[src/rtl/anneal_scheduler_if.sv]
// Statistics-record valid/ready bus between anneal_scheduler (master) and its consumer (slave).
`timescale 1ns/1ps
interface anneal_scheduler_if #(
  parameter int unsigned TEMP_WIDTH = 8,
  parameter int unsigned CNT_WIDTH  = 16,
  parameter int unsigned ACC_WIDTH  = 32
);
  localparam int unsigned SQ_WIDTH = 48;

  logic                        stat_valid;
  logic                        stat_ready;
  logic [TEMP_WIDTH-1:0]       stat_temp;
  logic signed [ACC_WIDTH-1:0] stat_energy_sum;
  logic [ACC_WIDTH-1:0]        stat_mag_sum;
  logic [CNT_WIDTH-1:0]        stat_samples;
  logic [SQ_WIDTH-1:0]         stat_energy_sq_sum;

  modport master (
    output stat_valid, stat_temp, stat_energy_sum, stat_mag_sum, stat_samples, stat_energy_sq_sum,
    input  stat_ready
  );

  modport slave (
    input  stat_valid, stat_temp, stat_energy_sum, stat_mag_sum, stat_samples, stat_energy_sq_sum,
    output stat_ready
  );
endinterface

[src/rtl/anneal_scheduler.sv]
// Annealing run sequencer for lattice_grid: cooling schedule, update pulses, per-temperature statistics.
// Optional feature macro ANNEAL_SQSUM_EN adds the sum-of-squared-energy accumulator.
`timescale 1ns/1ps
module anneal_scheduler #(
  parameter int unsigned TEMP_WIDTH = 8,
  parameter int unsigned CNT_WIDTH  = 16,
  parameter int unsigned ACC_WIDTH  = 32
) (
  input  logic                  clk,
  input  logic                  rst,
  input  logic                  start_i,
  input  logic                  abort_i,
  input  logic [TEMP_WIDTH-1:0] cfg_t_start_i,
  input  logic [TEMP_WIDTH-1:0] cfg_t_end_i,
  input  logic [TEMP_WIDTH-1:0] cfg_t_step_i,
  input  logic [CNT_WIDTH-1:0]  cfg_sweeps_i,
  input  logic [CNT_WIDTH-1:0]  cfg_burn_in_i,
  input  logic [CNT_WIDTH-1:0]  cfg_gap_i,
  output logic                  update_enable_o,
  output logic [TEMP_WIDTH-1:0] temperature_o,
  input  logic signed [15:0]    lattice_energy_i,
  input  logic signed [15:0]    lattice_mag_i,
  output logic                  busy_o,
  output logic                  done_o,
  anneal_scheduler_if.master    stat_if
);
  localparam int unsigned LAT_WIDTH = 16;
`ifdef ANNEAL_SQSUM_EN
  localparam int unsigned SQ_WIDTH  = 48;
  localparam int unsigned PRD_WIDTH = 2 * LAT_WIDTH;
`endif

  typedef enum logic [2:0] {
    S_IDLE,
    S_PULSE,
    S_SETTLE,
    S_SAMPLE,
    S_REPORT,
    S_FIN
  } state_e;

  state_e                state_q, state_d;
  logic [TEMP_WIDTH-1:0] t_end_q, t_end_d;
  logic [TEMP_WIDTH-1:0] t_step_q, t_step_d;
  logic [TEMP_WIDTH-1:0] temp_q, temp_d;
  logic [CNT_WIDTH-1:0]  sweeps_q, sweeps_d;
  logic [CNT_WIDTH-1:0]  burn_q, burn_d;
  logic [CNT_WIDTH-1:0]  gap_q, gap_d;
  logic [CNT_WIDTH-1:0]  gap_cnt_q, gap_cnt_d;
  logic [CNT_WIDTH-1:0]  sweep_idx_q, sweep_idx_d;
  logic [CNT_WIDTH-1:0]  samples_q, samples_d;
  logic [ACC_WIDTH-1:0]  esum_q, esum_d;
  logic [ACC_WIDTH-1:0]  msum_q, msum_d;
  logic                  stat_valid_q, stat_valid_d;
  logic [TEMP_WIDTH-1:0] stat_temp_q, stat_temp_d;
  logic [ACC_WIDTH-1:0]  stat_esum_q, stat_esum_d;
  logic [ACC_WIDTH-1:0]  stat_msum_q, stat_msum_d;
  logic [CNT_WIDTH-1:0]  stat_samples_q, stat_samples_d;
  logic                  upd_q, upd_d;
  logic                  busy_q, busy_d;
  logic                  done_q, done_d;
`ifdef ANNEAL_SQSUM_EN
  logic [SQ_WIDTH-1:0]         sqsum_q, sqsum_d;
  logic [SQ_WIDTH-1:0]         stat_sq_q, stat_sq_d;
  logic signed [PRD_WIDTH-1:0] e_ext;
  logic [PRD_WIDTH-1:0]        e_sq;
`endif

  logic signed [LAT_WIDTH:0] mag_ext;
  logic [LAT_WIDTH:0]        mag_abs;
  logic [CNT_WIDTH:0]        idx_inc;
  logic                      sweep_last;
  logic                      last_temp;

  // One extra bit keeps |-32768| exact.
  assign mag_ext    = (LAT_WIDTH + 1)'(lattice_mag_i);
  assign mag_abs    = mag_ext[LAT_WIDTH] ? $unsigned(-mag_ext) : $unsigned(mag_ext);
  assign idx_inc    = {1'b0, sweep_idx_q} + (CNT_WIDTH + 1)'(1);
  assign sweep_last = (idx_inc == {1'b0, sweeps_q});
  assign last_temp  = (t_step_q == '0) || (temp_q <= t_end_q) || ((temp_q - t_end_q) < t_step_q);
`ifdef ANNEAL_SQSUM_EN
  assign e_ext = PRD_WIDTH'(lattice_energy_i);
  assign e_sq  = $unsigned(e_ext * e_ext);
`endif

  // Next-state and registered-output logic.
  always_comb begin
    state_d        = state_q;
    t_end_d        = t_end_q;
    t_step_d       = t_step_q;
    temp_d         = temp_q;
    sweeps_d       = sweeps_q;
    burn_d         = burn_q;
    gap_d          = gap_q;
    gap_cnt_d      = gap_cnt_q;
    sweep_idx_d    = sweep_idx_q;
    samples_d      = samples_q;
    esum_d         = esum_q;
    msum_d         = msum_q;
    stat_valid_d   = stat_valid_q;
    stat_temp_d    = stat_temp_q;
    stat_esum_d    = stat_esum_q;
    stat_msum_d    = stat_msum_q;
    stat_samples_d = stat_samples_q;
`ifdef ANNEAL_SQSUM_EN
    sqsum_d        = sqsum_q;
    stat_sq_d      = stat_sq_q;
`endif
    case (state_q)
      S_IDLE: begin
        if (start_i) begin
          state_d     = S_PULSE;
          t_end_d     = cfg_t_end_i;
          t_step_d    = cfg_t_step_i;
          temp_d      = cfg_t_start_i;
          sweeps_d    = (cfg_sweeps_i == '0) ? CNT_WIDTH'(1) : cfg_sweeps_i;
          burn_d      = cfg_burn_in_i;
          gap_d       = (cfg_gap_i == '0) ? CNT_WIDTH'(1) : cfg_gap_i;
          sweep_idx_d = '0;
          samples_d   = '0;
          esum_d      = '0;
          msum_d      = '0;
`ifdef ANNEAL_SQSUM_EN
          sqsum_d     = '0;
`endif
        end
      end
      S_PULSE: begin
        gap_cnt_d = gap_q;
        state_d   = S_SETTLE;
      end
      S_SETTLE: begin
        if (gap_cnt_q <= CNT_WIDTH'(1)) begin
          state_d = S_SAMPLE;
        end else begin
          gap_cnt_d = gap_cnt_q - CNT_WIDTH'(1);
        end
      end
      S_SAMPLE: begin
        if (sweep_idx_q >= burn_q) begin
          esum_d    = esum_q + ACC_WIDTH'(lattice_energy_i);
          msum_d    = msum_q + ACC_WIDTH'(mag_abs);
          samples_d = samples_q + CNT_WIDTH'(1);
`ifdef ANNEAL_SQSUM_EN
          sqsum_d   = sqsum_q + SQ_WIDTH'(e_sq);
`endif
        end
        sweep_idx_d = sweep_idx_q + CNT_WIDTH'(1);
        if (sweep_last) begin
          state_d        = S_REPORT;
          stat_valid_d   = 1'b1;
          stat_temp_d    = temp_q;
          stat_esum_d    = esum_d;
          stat_msum_d    = msum_d;
          stat_samples_d = samples_d;
`ifdef ANNEAL_SQSUM_EN
          stat_sq_d      = sqsum_d;
`endif
        end else begin
          state_d = S_PULSE;
        end
      end
      S_REPORT: begin
        if (stat_valid_q && stat_if.stat_ready) begin
          stat_valid_d = 1'b0;
          sweep_idx_d  = '0;
          samples_d    = '0;
          esum_d       = '0;
          msum_d       = '0;
`ifdef ANNEAL_SQSUM_EN
          sqsum_d      = '0;
`endif
          if (last_temp) begin
            state_d = S_FIN;
          end else begin
            temp_d  = temp_q - t_step_q;
            state_d = S_PULSE;
          end
        end
      end
      S_FIN:   state_d = S_IDLE;
      default: state_d = S_IDLE;
    endcase
    // Abort drops everything, including a pending record.
    if (abort_i && (state_q != S_IDLE)) begin
      state_d      = S_IDLE;
      stat_valid_d = 1'b0;
    end
    upd_d  = (state_d == S_PULSE);
    busy_d = (state_d != S_IDLE);
    done_d = (state_d == S_FIN);
  end

  always_ff @(posedge clk) begin
    if (rst) begin
      state_q        <= S_IDLE;
      t_end_q        <= '0;
      t_step_q       <= '0;
      temp_q         <= '0;
      sweeps_q       <= '0;
      burn_q         <= '0;
      gap_q          <= '0;
      gap_cnt_q      <= '0;
      sweep_idx_q    <= '0;
      samples_q      <= '0;
      esum_q         <= '0;
      msum_q         <= '0;
      stat_valid_q   <= 1'b0;
      stat_temp_q    <= '0;
      stat_esum_q    <= '0;
      stat_msum_q    <= '0;
      stat_samples_q <= '0;
      upd_q          <= 1'b0;
      busy_q         <= 1'b0;
      done_q         <= 1'b0;
`ifdef ANNEAL_SQSUM_EN
      sqsum_q        <= '0;
      stat_sq_q      <= '0;
`endif
    end else begin
      state_q        <= state_d;
      t_end_q        <= t_end_d;
      t_step_q       <= t_step_d;
      temp_q         <= temp_d;
      sweeps_q       <= sweeps_d;
      burn_q         <= burn_d;
      gap_q          <= gap_d;
      gap_cnt_q      <= gap_cnt_d;
      sweep_idx_q    <= sweep_idx_d;
      samples_q      <= samples_d;
      esum_q         <= esum_d;
      msum_q         <= msum_d;
      stat_valid_q   <= stat_valid_d;
      stat_temp_q    <= stat_temp_d;
      stat_esum_q    <= stat_esum_d;
      stat_msum_q    <= stat_msum_d;
      stat_samples_q <= stat_samples_d;
      upd_q          <= upd_d;
      busy_q         <= busy_d;
      done_q         <= done_d;
`ifdef ANNEAL_SQSUM_EN
      sqsum_q        <= sqsum_d;
      stat_sq_q      <= stat_sq_d;
`endif
    end
  end

  assign update_enable_o         = upd_q;
  assign temperature_o           = temp_q;
  assign busy_o                  = busy_q;
  assign done_o                  = done_q;
  assign stat_if.stat_valid      = stat_valid_q;
  assign stat_if.stat_temp       = stat_temp_q;
  assign stat_if.stat_energy_sum = $signed(stat_esum_q);
  assign stat_if.stat_mag_sum    = stat_msum_q;
  assign stat_if.stat_samples    = stat_samples_q;
`ifdef ANNEAL_SQSUM_EN
  assign stat_if.stat_energy_sq_sum = stat_sq_q;
`else
  assign stat_if.stat_energy_sq_sum = '0;
`endif
endmodule
[src/flat_wrapper.sv]
// flat-port wrapper written by rule: the top's interface ports become plain ports
module anneal_scheduler_flat 
#(
  parameter int unsigned TEMP_WIDTH = 8,
  parameter int unsigned CNT_WIDTH  = 16,
  parameter int unsigned ACC_WIDTH  = 32
)
  (clk, rst, start_i, abort_i, cfg_t_start_i, cfg_t_end_i, cfg_t_step_i, cfg_sweeps_i, cfg_burn_in_i, cfg_gap_i, update_enable_o, temperature_o, lattice_energy_i, lattice_mag_i, busy_o, done_o, stat_if_stat_valid, stat_if_stat_temp, stat_if_stat_energy_sum, stat_if_stat_mag_sum, stat_if_stat_samples, stat_if_stat_energy_sq_sum, stat_if_stat_ready);
  anneal_scheduler_if #(.TEMP_WIDTH(TEMP_WIDTH), .CNT_WIDTH(CNT_WIDTH), .ACC_WIDTH(ACC_WIDTH)) stat_if_i ();
  input  logic clk;
  input  logic rst;
  input  logic start_i;
  input  logic abort_i;
  input  logic [TEMP_WIDTH-1:0] cfg_t_start_i;
  input  logic [TEMP_WIDTH-1:0] cfg_t_end_i;
  input  logic [TEMP_WIDTH-1:0] cfg_t_step_i;
  input  logic [CNT_WIDTH-1:0] cfg_sweeps_i;
  input  logic [CNT_WIDTH-1:0] cfg_burn_in_i;
  input  logic [CNT_WIDTH-1:0] cfg_gap_i;
  output logic update_enable_o;
  output logic [TEMP_WIDTH-1:0] temperature_o;
  input  logic signed [15:0] lattice_energy_i;
  input  logic signed [15:0] lattice_mag_i;
  output logic busy_o;
  output logic done_o;
  output wire logic [$bits(stat_if_i.stat_valid)-1:0] stat_if_stat_valid;
  output wire logic [$bits(stat_if_i.stat_temp)-1:0] stat_if_stat_temp;
  output wire logic [$bits(stat_if_i.stat_energy_sum)-1:0] stat_if_stat_energy_sum;
  output wire logic [$bits(stat_if_i.stat_mag_sum)-1:0] stat_if_stat_mag_sum;
  output wire logic [$bits(stat_if_i.stat_samples)-1:0] stat_if_stat_samples;
  output wire logic [$bits(stat_if_i.stat_energy_sq_sum)-1:0] stat_if_stat_energy_sq_sum;
  input wire logic [$bits(stat_if_i.stat_ready)-1:0] stat_if_stat_ready;
  assign stat_if_stat_valid = stat_if_i.stat_valid;
  assign stat_if_stat_temp = stat_if_i.stat_temp;
  assign stat_if_stat_energy_sum = stat_if_i.stat_energy_sum;
  assign stat_if_stat_mag_sum = stat_if_i.stat_mag_sum;
  assign stat_if_stat_samples = stat_if_i.stat_samples;
  assign stat_if_stat_energy_sq_sum = stat_if_i.stat_energy_sq_sum;
  assign stat_if_i.stat_ready = stat_if_stat_ready;
  anneal_scheduler #(.TEMP_WIDTH(TEMP_WIDTH), .CNT_WIDTH(CNT_WIDTH), .ACC_WIDTH(ACC_WIDTH)) u_core (.clk(clk), .rst(rst), .start_i(start_i), .abort_i(abort_i), .cfg_t_start_i(cfg_t_start_i), .cfg_t_end_i(cfg_t_end_i), .cfg_t_step_i(cfg_t_step_i), .cfg_sweeps_i(cfg_sweeps_i), .cfg_burn_in_i(cfg_burn_in_i), .cfg_gap_i(cfg_gap_i), .update_enable_o(update_enable_o), .temperature_o(temperature_o), .lattice_energy_i(lattice_energy_i), .lattice_mag_i(lattice_mag_i), .busy_o(busy_o), .done_o(done_o), .stat_if(stat_if_i));
endmodule
[config.mk]
export PLATFORM = sky130hd
export DESIGN_NAME = anneal_scheduler_flat
export DESIGN_NICKNAME = d
export VERILOG_FILES = /design/src/rtl/anneal_scheduler_if.sv /design/src/rtl/anneal_scheduler.sv /design/src/flat_wrapper.sv
export SDC_FILE = /design/constraint.sdc
export NUM_CORES = 1
export LEC_CHECK = 0
export ABC_AREA = 1
export BUFFER_PORTS_ARGS = -buffer_cell sky130_fd_sc_hd__buf_2
export CAP_MARGIN = 10
export CORE_MARGIN = 2
export CORE_UTILIZATION = 40
export CTS_CLUSTER_DIAMETER = 60
export DETAILED_ROUTE_END_ITERATION = 8
export PLACE_DENSITY_LB_ADDON = 0.2
export SLEW_MARGIN = 20
export SYNTH_ARGS = -nofsm -noshare
export SYNTH_HDL_FRONTEND = slang
export SYNTH_SLANG_ARGS = --single-unit
[constraint.sdc]
create_clock -name clk -period 3.05 [get_ports clk]
set_clock_uncertainty 0.05 [all_clocks]
set_input_delay 0.1525 -clock clk [delete_from_list [all_inputs] [get_ports clk]]
set_output_delay 0.1525 -clock clk [all_outputs]
set_load 0.01 [all_outputs]
---- Word-level counts from Yosys, hierarchy flattened ----
Cells that the tools add are included.
word-level totals
  output and inout port bits .............. 148
  flip-flop bits (word level) ............. 279
  word-level logic and storage cells ...... 96
operators by class
  $lt $le $gt $ge ......................... 4
  equality and inequality tests ........... 12
  mux-type cells .......................... 30
  reductions and logical operators ........ 21
  add/subtract/negate cells ............... 9
operators by type and width
  operator               count
  $pmux 32 s3            2
  $mux 32                4
  $mux 16                6
  $pmux 16 s3            2
  $add 16x1->16 const B  2
  $add 32x17->32         1
  $add 32x32->32         1
  $logic_not 16->1       2
  $pmux 16 s2            1
  $mux 8                 3
  $mux 3                 6
  $add 16x1->17 const B  1
  $eq 17x16->1           1
  $mux 17                1
  $neg 16->17            1
  $ge 16x16->1           1
  $le 16x1->1 const B    1
  $pmux 8 s2             1
  $sub 16x1->16 const B  1
  $sub 8x8->8            2
  $pmux 3 s5             1
  $reduce_bool 3->1      3
  $le 8x8->1             1
  $logic_not 8->1        1
  other kinds (16)       30

---- Logic depth before layout (Yosys ltp) ----
Gate-level depths: netlist (run 1).
  depth after elaboration ................. 8
  mapped depth ............................ 24
  mapped depth without buffers ............ 24

---- Worst setup path after synthesis (run 1) ----
No wires, ideal clock.
  kind .................................... flip-flop to flip-flop
  start point ............................. reg u_core.temp_q[0], in the netlist u_core.temperature_o[0]
  end point ............................... reg u_core.temp_q[7], in the netlist u_core.temperature_o[7]
  library setup time ...................... 116 ps
  required time ........................... 2884 ps
  slack ................................... 29 ps
  buffers on the path ..................... 0
  data arrival time ....................... 2855 ps
  period minus slack after synthesis ...... 3021 ps
  cell stages (with the launch flop) ...... 18
  cell sequence ........................... dfxtp_1 inv_1 ha_1 inv_1 fa_1 a31oi_1 o21ai_0 a21oi_1 xor2_1 inv_1 ha_1 nand4_1 o211ai_1 nand2_1 nand2_1 nand2_1 o21ai_0 nor2_1
on the way
  cells in the longest elaborated chain, start to end .. 5
RTL lines
  element                                                line                     text
  from (decl)                                            anneal_scheduler.sv:45   logic [TEMP_WIDTH-1:0] temp_q, temp_d;
  from (signal assigned)                                 anneal_scheduler.sv:224  temp_q <= temp_d;
  $sub 8x8->8 / $le 8x8->1 (equally long branches)       anneal_scheduler.sv:80   assign last_temp = (t_step_q == '0) || (temp_q <= t_end_q) || ((temp_q - t_end_q) < t_step_q);
  $lt 8x8->1 / $logic_or 1x1->1 (equally long branches)  anneal_scheduler.sv:80
  $logic_or 1x1->1                                       anneal_scheduler.sv:80
  $ne 2x2->1 (no source line)                            n/a
  $reduce_and 4->1 (no source line)                      n/a
Parallel ways exist; a longest one is shown, timed or not. The select of a mux whose other input is x is not followed.
A chain may end at the register's enable or synchronous reset.

---- Worst setup path in the final report (run 1) ----
  start point ............................. reg u_core.temp_q[0], in the netlist u_core.temperature_o[0]
  end point ............................... reg u_core.temp_q[3], in the netlist u_core.temperature_o[3]
Same word-level chain as after synthesis.

==> results of run 1 <==
## flip-flops by register name (all words and copies together), names as in the netlist
name	flops
u_core.done_o	1
u_core.stat_if.stat_valid	1
u_core.stat_if.stat_samples	16
u_core.stat_if.stat_temp	8
u_core.burn_q	16
u_core.stat_if.stat_energy_sum	32
u_core.t_step_q	8
u_core.sweeps_q	16
u_core.update_enable_o	1
u_core.gap_q	16
u_core.gap_cnt_q	16
u_core.msum_q	32
u_core.state_q	3
u_core.sweep_idx_q	16
u_core.esum_q	32
u_core.busy_o	1
u_core.stat_if.stat_mag_sum	32
u_core.t_end_q	8
u_core.samples_q	16
u_core.temperature_o	8
## synthesized netlist by cell type, drive strengths merged (15+ instances only)
library cell / instances / area (µm²)
a211oi: 15 / 113
or2: 22 / 138
nand2: 695 / 2620
ha: 91 / 1140
xor2: 33 / 289
nor3: 28 / 140
a21oi: 292 / 1460
inv: 252 / 946
buf: 75 / 521
nand4: 30 / 188
dfxtp: 279 / 5590
nor2: 297 / 1140
xnor2: 45 / 394
o21ai: 160 / 801
o21bai: 59 / 443
clkbuf: 77 / 289
nand3: 140 / 701
nor4: 17 / 106
## critical path, delay by kind of cell, from the launching register on
family / cells / cell delay [ps]
adders and majority gates: 3 / 770
AOI/OAI and AO/OA: 6 / 880
buffers and inverters: 4 / 340
DFF: 1 / 330
and+or+nand+nor: 3 / 330
xor gates and xnor gates: 1 / 170
## path summary, 6_finish.rpt
| path | start | end | slack, ps |
|---|---|---|---|
| hold / removal | start_i | u_core.t_step_q[3]$_SDFFE_PP0P_ | 70 |
| setup / recovery | u_core.temperature_o[0]$_SDFFE_PP0P_ | u_core.temperature_o[3]$_SDFFE_PP0P_ | 80 |
| setup reg to reg | u_core.temperature_o[0]$_SDFFE_PP0P_ | u_core.temperature_o[3]$_SDFFE_PP0P_ | 80 |
| hold reg to reg | u_core.t_end_q[7]$_SDFFE_PP0P_ | u_core.t_end_q[7]$_SDFFE_PP0P_ | 410 |
## cells by family after synthesis
| group | share of synthesized area |
|---|---|
| AO/OA/AOI/OAI | 0.177 |
| XOR/XNOR | 0.0402 |
| adder cells (fa/ha/maj) | 0.0695 |
| buffers and inverters | 0.101 |
| flip-flops | 0.319 |
| other | 0.000214 |
| AND/OR/NAND/NOR | 0.293 |
## placed cells by master, fill, tap and decap left out, types with 30 or more instances in the layout
cell type      synthesis  layout
a21oi_1              292     288
buf_2                 14     207
buf_4                 49      78
clkbuf_16              0      37
conb_1                 1      49
dfxtp_1              279     275
dlygate4sd3_1          0     101
ha_1                  91      88
inv_1                250     246
nand2_1              694     688
nand3_1              140     136
nand4_1               30      30
nor2_1               293     287
o21ai_0              159     148
o21bai_1              59      58
xnor2_1               45      43
xor2_1                33      32
## cell type report
class / instances / area, µm² / share of cell area
multi-input combinational: 2032 / 10600 / 0.486
clock buffer: 48 / 1030 / 0.0469
antenna: 1 / 2.50 / 0.000114
clock inverter: 12 / 120 / 0.00549
tap: 585 / 732 / 0.0334
inverter: 257 / 971 / 0.0444
timing repair buffer: 396 / 2820 / 0.129
sequential: 279 / 5590 / 0.255
## power by group through the flow
stage          clock (mW)  sequential (mW)  combinational [mW]
4_1_cts              4.28             4.03                3.00
3_5_place_dp            0             4.11                2.85
2_1_floorplan           0             4.08                2.08
5_1_grt              4.42             4.07                3.59
6_report             4.18             4.04                3.17
3_3_place_gp            0             4.10                2.79
## routing by layer
layer | vias to the layer above | GRT usage | part of all wire
li1 | 9304 | - | -
met1 | 8349 | 0.308 | 0.47
met2 | 360 | 0.401 | 0.47
met3 | 72 | 0.0318 | 0.044
met4 | 0 | 0.0706 | 0.021
met5 | - | 0 | 0
## repair_timing
| item | 4_1_cts | 5_1_grt |
|---|---|---|
| gates cloned | 0 | 0 |
| gates resized for setup | 11 | 57 |
| endpoints found under the hold margin | 86 | 0 |
| endpoints found under the setup margin | 12 | 57 |
| hold buffers | 101 | 0 |
| buffers inserted | 0 | 6 |
| pin swaps | 4 | 21 |
## through the flow
step                       util  setup slack, ps  instances  TNS [ps]  area [µm²]
after floorplan               -             29.3       2720         0       17700
after global placement    0.450             -475       3442    -14300       19400
after detailed placement  0.450             -468       3442    -15970       19400
after CTS                 0.501             15.7       3603         0       21600
after global routing      0.507             -149       3609     -1090       21900
final                     0.507             75.6       3610         0       21900
==> metrics, run 1 <==
R2R cell count=17; Clk network pwr share=0.367; Gate power share=0.278; worst skew pair latency=550 ps; RSZ-0062 raised after global routing=yes; total design power=11.4 mW; TritonCTS buffer count=36; final setup fails=0; Mapped Cells=2672; gr usage total=0.235; Sequential Power Share=0.355; share of cells above drive strength 1=0.143; Area Overhead vs Synth=24.8%; crit start category=flop; DRT Pass-1 Iters=6; Netlist Area Pre-Place=17500 µm²; PD cells=520 nW/µm²; EDFF count, synth=0; Critical Path AT=3370 ps; vias after detailed routing=18100; CP Class=reg -> reg; min-delay worst type=in -> reg; overall die height=213 µm; register area share after synthesis=0.319; via-per-instance ratio=5.01; depth of the CTS H-tree=2; clock root cell=clkbuf_16; routed wire length per instance=14.8 µm; Tcrit/Tclk final=0.975; syn avg cell area=6.56 µm²; crit-path max FO=6; upper clock frequency limit=0.336 GHz; Post-DRT Antenna Nets=0; Post-synth ARST share=0; global route total overflow=0; Yosys reg bits=279; Layout fillers=4353; post-route DRC violation count=0; CP Cell Sequence=inv_4 -> ha_4 -> inv_2 -> fa_2 -> a31oi_4 -> o21ai_2 -> a21oi_2 -> xor2_1 -> inv_1 -> ha_4 -> nand4_1 -> o211ai_1 -> nand2_1 -> nand2_2 -> buf_6 -> o2111ai_2 -> a21oi_1; outcome=finished clean; RD Place Congestion=0.917; clk sink count=279; CTS tree=built; first-pass GRT wire length=86.9 mm; crit end category=flop; Int Power=7.58 mW; # IOs=257; 1st-iter DRT viols=1128; Slowest-stage cell, CP=fa_2; Post-synth top flop=dfxtp_1; Final min period=2970 ps; final hold slack=67.2 ps; DP Wirelength=37.9 mm; worst vdd ir=434 µV; number of global-route vias before repair=17700; Synth Warn #=0; Hold Crit Depth=3; Routed WL=53.6 mm; Worst path max stage delay=380 ps; Core Area=43200 µm²; num rows=76; switching share of power=0.335; Max Cap Violations=0; final-report max-slew violation count=0; clk slew on worst S/H paths=60 ps; worst slew pin tran=1030 ps; Final #Nets=3206; CP Data Required Time=3450 ps; pin count of the biggest net entering global routing=93; P_sw=3.81 mW; Max-slew headroom=0.315; critical path's most frequent cell=ha_4; Initial Util=0.406; port bufs=208; Final Hold Viols=0; Synth cell types=44; antenna violations before repair=0; CTS Buffer Depth=3; standby leakage power=10.4 nW; die footprint=45500 µm²; Die W=213 µm
(Power assumes the default switching activity.)
==> inputs of run 2 (changes only) <==
--- a/config.mk
+++ b/config.mk
@@ -9,9 +9,10 @@
 export BUFFER_PORTS_ARGS = -buffer_cell sky130_fd_sc_hd__buf_2
 export CAP_MARGIN = 10
 export CORE_MARGIN = 2
-export CORE_UTILIZATION = 40
+export CORE_UTILIZATION = 53
 export CTS_CLUSTER_DIAMETER = 60
 export DETAILED_ROUTE_END_ITERATION = 8
+export GPL_TIMING_DRIVEN = 0
 export PLACE_DENSITY_LB_ADDON = 0.2
 export SLEW_MARGIN = 20
 export SYNTH_ARGS = -nofsm -noshare
==> run 2 against run 1 <==
  * Register-to-register slack got worse by 20 ps
  * Hold slack got worse by 53 ps
  * Largest power group unchanged
  * Highest routed layer unchanged
  * Critical path type unchanged
  * Sequential power about the same
  * Die area down 24%
  * Sequential share of layout area is 0.25 points higher
  * Routed wire length increased by 14%
==> metrics, run 2 (synthesis gave the netlist of run 1 again) <==
routed wire length per instance=17.4 µm; Die W=186 µm; RR Endpoint=u_core.temperature_o[3]$_SDFFE_PP0P_; port bufs=207; antenna violations before repair=0; die footprint=34600 µm²; RSZ-0062 raised after global routing=yes; final setup fails=0; first-pass GRT wire length=94.4 mm; Hold Crit Depth=5; Layout fillers=2957; TritonCTS buffer count=35; hold_sp=cfg_t_start_i[0]; DP Wirelength=45.4 mm; Initial Util=0.539; Critical Path AT=3330 ps; worst vdd ir=559 µV; post-route DRC violation count=0; clk sink count=279; 1st-iter DRT viols=1541; via-per-instance ratio=5.46; Final min period=3000 ps; worst setup margin=52.0 ps; RD Place Congestion=0.948; Final Hold Viols=0; Final #Nets=3254; Hold Path End=u_core.temperature_o[0]$_SDFFE_PP0P_; n_diodes=0; PD cells=533 nW/µm²; number of global-route vias before repair=18200; CP Data Required Time=3390 ps; Max Cap Violations=0; overall die height=186 µm; vias after detailed routing=19200; final core occ=0.667; # IOs=257; CP Class=reg -> reg; reg2reg start=u_core.temperature_o[0]$_SDFFE_PP0P_; standby leakage power=10.3 nW; Core Area=32500 µm²; DRT Pass-1 Iters=6; Routed WL=61.2 mm; Tcrit/Tclk final=0.983; min-delay worst type=in -> reg; R2R cell count=17; CTS tree=built; R2R Setup Slk=50 ps; global route total overflow=0; Post-DRT Antenna Nets=0; FF+latch area=5600 µm²; pin count of the biggest net entering global routing=18; num rows=66; Area Overhead vs Synth=23.7%; footprint of the multi-input gates=10700 µm²; final-report max-slew violation count=0; Max-slew headroom=0.403; commonest cells after routing, fill and taps aside=nand2_1 (685), nor2_1 (286), a21oi_1 (274); clk slew on worst S/H paths=60 ps; crit-path max FO=8; crit end category=flop; depth of the CTS H-tree=2; worst skew pair latency=540 ps; CTS Buffer Depth=3; crit start category=flop; upper clock frequency limit=0.334 GHz; share of cells above drive strength 1=0.149; worst slew pin tran=895 ps; most common cell after layout, fill and taps aside=nand2_1; outcome=finished clean; gr usage total=0.347; pre-CTS setup slack=-720 ps; clock root cell=clkbuf_16
-- run 2: metrics by stage --
| stage | area (µm²) | hold WS, ps | setup TNS [ps] | total power, mW | instances |
|---|---|---|---|---|---|
| global placement | 19300 | 364 | -21720 | 6.99 | 3369 |
| floorplan | 17700 | 247 | 0 | 6.17 | 2720 |
| global route | 21700 | 29.8 | -948 | 12.1 | 3518 |
| detailed placement | 19300 | 370 | -26660 | 7.06 | 3369 |
| CTS | 21300 | 6.05 | 0 | 11.3 | 3509 |
| finish | 21700 | 13.8 | 0 | 11.6 | 3518 |
-- run 2: metal layers --
layer | GRT usage | part of all wire | up-vias
met1 | 0.431 | 0.42 | 8941
met2 | 0.595 | 0.47 | 748
met3 | 0.0607 | 0.069 | 131
met5 | 0 | 0 | -
li1 | - | - | 9405
met4 | 0.134 | 0.033 | 0
-- run 2: worst max path at each step --
stage / start / end / depth (start not counted)
2_1_floorplan: u_core.temperature_o[0]$_SDFFE_PP0P_ / u_core.temperature_o[7]$_SDFFE_PP0P_ / 17
4_1_cts: u_core.sweep_idx_q[0]$_SDFFE_PP0P_ / u_core.esum_q[25]$_SDFFE_PP0P_ / 15
3_5_place_dp: lattice_mag_i[4] / u_core.stat_if.stat_mag_sum[25]$_SDFFE_PP0N_ / 24
6_report: u_core.temperature_o[0]$_SDFFE_PP0P_ / u_core.temperature_o[3]$_SDFFE_PP0P_ / 17
5_1_grt: u_core.temperature_o[2]$_SDFFE_PP0P_ / u_core.temperature_o[3]$_SDFFE_PP0P_ / 16
3_3_place_gp: lattice_mag_i[4] / u_core.stat_if.stat_mag_sum[25]$_SDFFE_PP0N_ / 24
-- run 2: critical path: stages, from the launching register on --
cell and delay, ps:
dfxtp_2 340, inv_4 70, ha_4 130, inv_2 40
fa_2 380, a31oi_4 190, o21ai_1 90, a21oi_1 170
xor2_1 160, inv_1 80, ha_4 260, nand4_1 80
o211ai_1 240, nand2_2 140, nand2_4 170, nand2_8 90
nand2_1 90, a21oi_1 60
-- run 2: final cells by class --
| cell class | count | area share |
|---|---|---|
| Timing Repair Buffer | 292 | 0.0858 |
| Sequential cell | 279 | 0.258 |
| Tap cell | 442 | 0.0255 |
| Inverter | 257 | 0.0446 |
| Clock inverter | 13 | 0.00669 |
| Multi-Input combinational cell | 2033 | 0.495 |
| Clock buffer | 50 | 0.0462 |
| Buffer | 152 | 0.0385 |
-- run 2: power by group --
| group | switching, mW | internal, mW | leakage, nW |
|---|---|---|---|
| logic | 2.14 | 1.17 | 7.46 |
| clock network | 1.71 | 2.48 | 0.554 |
| registers | 0.181 | 3.88 | 2.27 |
-- run 2: what timing repair did --
item | CTS | global route
gates cloned | 0 | 1
buffers inserted | 2 | 8
hold buffers | 75 | 0
resized for setup | 34 | 91
pin swaps | 3 | 24
hold endpoints to repair | 72 | 0
endpoints found under the setup margin | 128 | 175
==> inputs of run 3 (changes only) <==
--- a/config.mk
+++ b/config.mk
@@ -14,6 +14,7 @@
 export DETAILED_ROUTE_END_ITERATION = 8
 export GPL_TIMING_DRIVEN = 0
 export PLACE_DENSITY_LB_ADDON = 0.2
+export RECOVER_POWER = 100
 export SLEW_MARGIN = 20
 export SYNTH_ARGS = -nofsm -noshare
 export SYNTH_HDL_FRONTEND = slang
==> run 3 against run 2 <==
  * Hold slack got worse by 5.2 ps
  * Critical path depth did not move
  * Non-clock buffer count did not move
  * Sequential power barely moved
  * Clock power barely moved
  * Combinational power barely moved
  * Critical path type unchanged
  * Via count rose by 0.35%
  * First-iteration DRC count rose by 0.65%
  * Die area did not move
  * Register-to-register slack barely moved
  * Setup slack got worse by 5.7 ps
  * Utilization fell by 0.32 points
==> metrics, run 3 (synthesis gave the netlist of run 1 again) <==
outcome=finished clean; switching share of power=0.349; Die W=186 µm; standby leakage power=9.91 nW; total placed cells including tap cells=3369; final std cells w/o fill=3518; worst setup margin=46.3 ps; CP Cell Sequence=inv_4 -> ha_4 -> inv_2 -> fa_2 -> a31oi_4 -> o21ai_1 -> a21oi_1 -> xor2_1 -> inv_1 -> ha_4 -> nand4_1 -> o211ai_1 -> nand2_2 -> nand2_4 -> nand2_8 -> nand2_1 -> a21oi_1; pin count of the biggest net entering global routing=18; worst setup path endpoint=u_core.temperature_o[3]$_SDFFE_PP0P_; final-report max-slew violation count=0; R2R Setup Slk=50 ps; Clk network pwr share=0.363; 1st-iter DRT viols=1551; Crit. Startpoint=u_core.temperature_o[0]$_SDFFE_PP0P_; pre-CTS setup slack=-720 ps; number of global-route vias before repair=18200; gr usage total=0.347; n_diodes=0; commonest cells after routing, fill and taps aside=nand2_1 (685), nor2_1 (286), a21oi_1 (274); CP Class=reg -> reg; DP Wirelength=45.4 mm; Max Cap Violations=0; port bufs=207; CTS Buffer Depth=3; Final min period=3000 ps; Gate power share=0.286; post-route DRC violation count=0; most common cell after layout, fill and taps aside=nand2_1; die footprint=34600 µm²; worst slew pin tran=871 ps; Tcrit/Tclk final=0.985; Area Overhead vs Synth=23.2%; Slowest-stage cell, CP=fa_2; DRT Pass-1 Iters=5; vias after detailed routing=19300; Int Power=7.52 mW; Max-slew headroom=0.419; Sum Neg Setup Slack=0 ps; antenna violations before repair=0; reg2reg start=u_core.temperature_o[0]$_SDFFE_PP0P_; crit-path max FO=8; num rows=66; crit end category=flop; upper clock frequency limit=0.333 GHz; R2R cell count=17; Sequential Power Share=0.351; Worst path max stage delay=380 ps; clk slew on worst S/H paths=60 ps; Initial Util=0.539; clock root cell=clkbuf_16; Post-DRT Antenna Nets=0; crit start category=flop; routed wire length per instance=17.5 µm; # IOs=257; P_sw=4.03 mW; depth of the CTS H-tree=2; Core Area=32500 µm²; CTS tree=built; PD cells=535 nW/µm²; final setup fails=0; worst skew pair latency=540 ps; share of cells above drive strength 1=0.122; Critical Path AT=3340 ps; min-delay worst type=in -> reg; RD Place Congestion=0.948; clk sink count=279; via-per-instance ratio=5.48; RR Endpoint=u_core.temperature_o[3]$_SDFFE_PP0P_; worst vdd ir=557 µV; TritonCTS buffer count=35; global route total overflow=0; RSZ-0062 raised after global routing=yes; final hold slack=8.58 ps; first-pass GRT wire length=94.4 mm; CP Data Required Time=3390 ps; Final Hold Viols=0; Routed WL=61.4 mm; overall die height=186 µm; Final #Nets=3254
[run 3: cell count changes in the layout (fill, tap and decap cells not counted)]
cell	delta
buf_2	-83
clkbuf_1	+83
[run 3: worst min-delay path by stage]
stage	endpoint	cells past startpoint	start	slack, ps
global route	u_core.temperature_o[0]$_SDFFE_PP0P_	5	cfg_t_start_i[0]	30
finish	u_core.temperature_o[0]$_SDFFE_PP0P_	5	cfg_t_start_i[0]	9
detailed placement	u_core.t_step_q[0]$_SDFFE_PP0P_	3	cfg_t_step_i[0]	370
floorplan	u_core.gap_q[15]$_SDFFE_PP0P_	2	cfg_gap_i[15]	250
global placement	u_core.sweeps_q[12]$_SDFFE_PP0P_	3	cfg_sweeps_i[12]	360
CTS	u_core.temperature_o[1]$_SDFFE_PP0P_	5	cfg_t_start_i[1]	6
[run 3: power groups by stage]
stage,clock (mW),sequential [mW],combinational [mW]
floorplan,0,4.08,2.08
global route,4.37,4.08,3.66
global placement,0,4.12,2.88
finish,4.19,4.06,3.30
CTS,4.21,4.05,3.09
detailed placement,0,4.12,2.94
[run 3: worst max-delay path: cells and delay by family (launching register included)]
kind	cells	cell delay (ps)
xor gates and xnor gates	1	160
buffers and inverters	3	190
and+or+nand+nor	5	570
adders and majority gates	3	770
AOI/OAI and AO/OA	5	750
DFF	1	340
[run 3: repair_timing]
action | 4_1_cts | 5_1_grt
gates resized for setup | 34 | 91
cloned | 0 | 1
endpoints found under the hold margin | 72 | 0
hold buffers | 75 | 0
buffers inserted | 2 | 8
pin swaps | 3 | 24
setup endpoints to repair | 128 | 175
[run 3: layer usage]
layer,vias to the layer above,wire [µm],track usage
met3,136,4190,0.0607
met1,8976,26000,0.431
li1,9412,-,-
met4,0,2120,0.134
met5,-,0,0
met2,768,29000,0.595
[run 3: layout make-up]
cell class / count / area, µm²
multi-input combinational: 2033 / 10700
timing repair buffer: 292 / 1760
sequential: 279 / 5600
clock buffer: 50 / 1000
clock inverter: 13 / 145
buffer: 152 / 836
fill: 3008 / 10900
tap: 442 / 553
inverter: 257 / 967
[run 3: per-stage QoR]
stage,instance area (µm²),utilization,total power [mW]
final,21600,0.664,11.6
after global routing,21600,0.664,12.1
after CTS,21300,0.655,11.3
after detailed placement,19300,0.593,7.06
after global placement,19300,0.593,6.99
after floorplan,17700,-,6.17
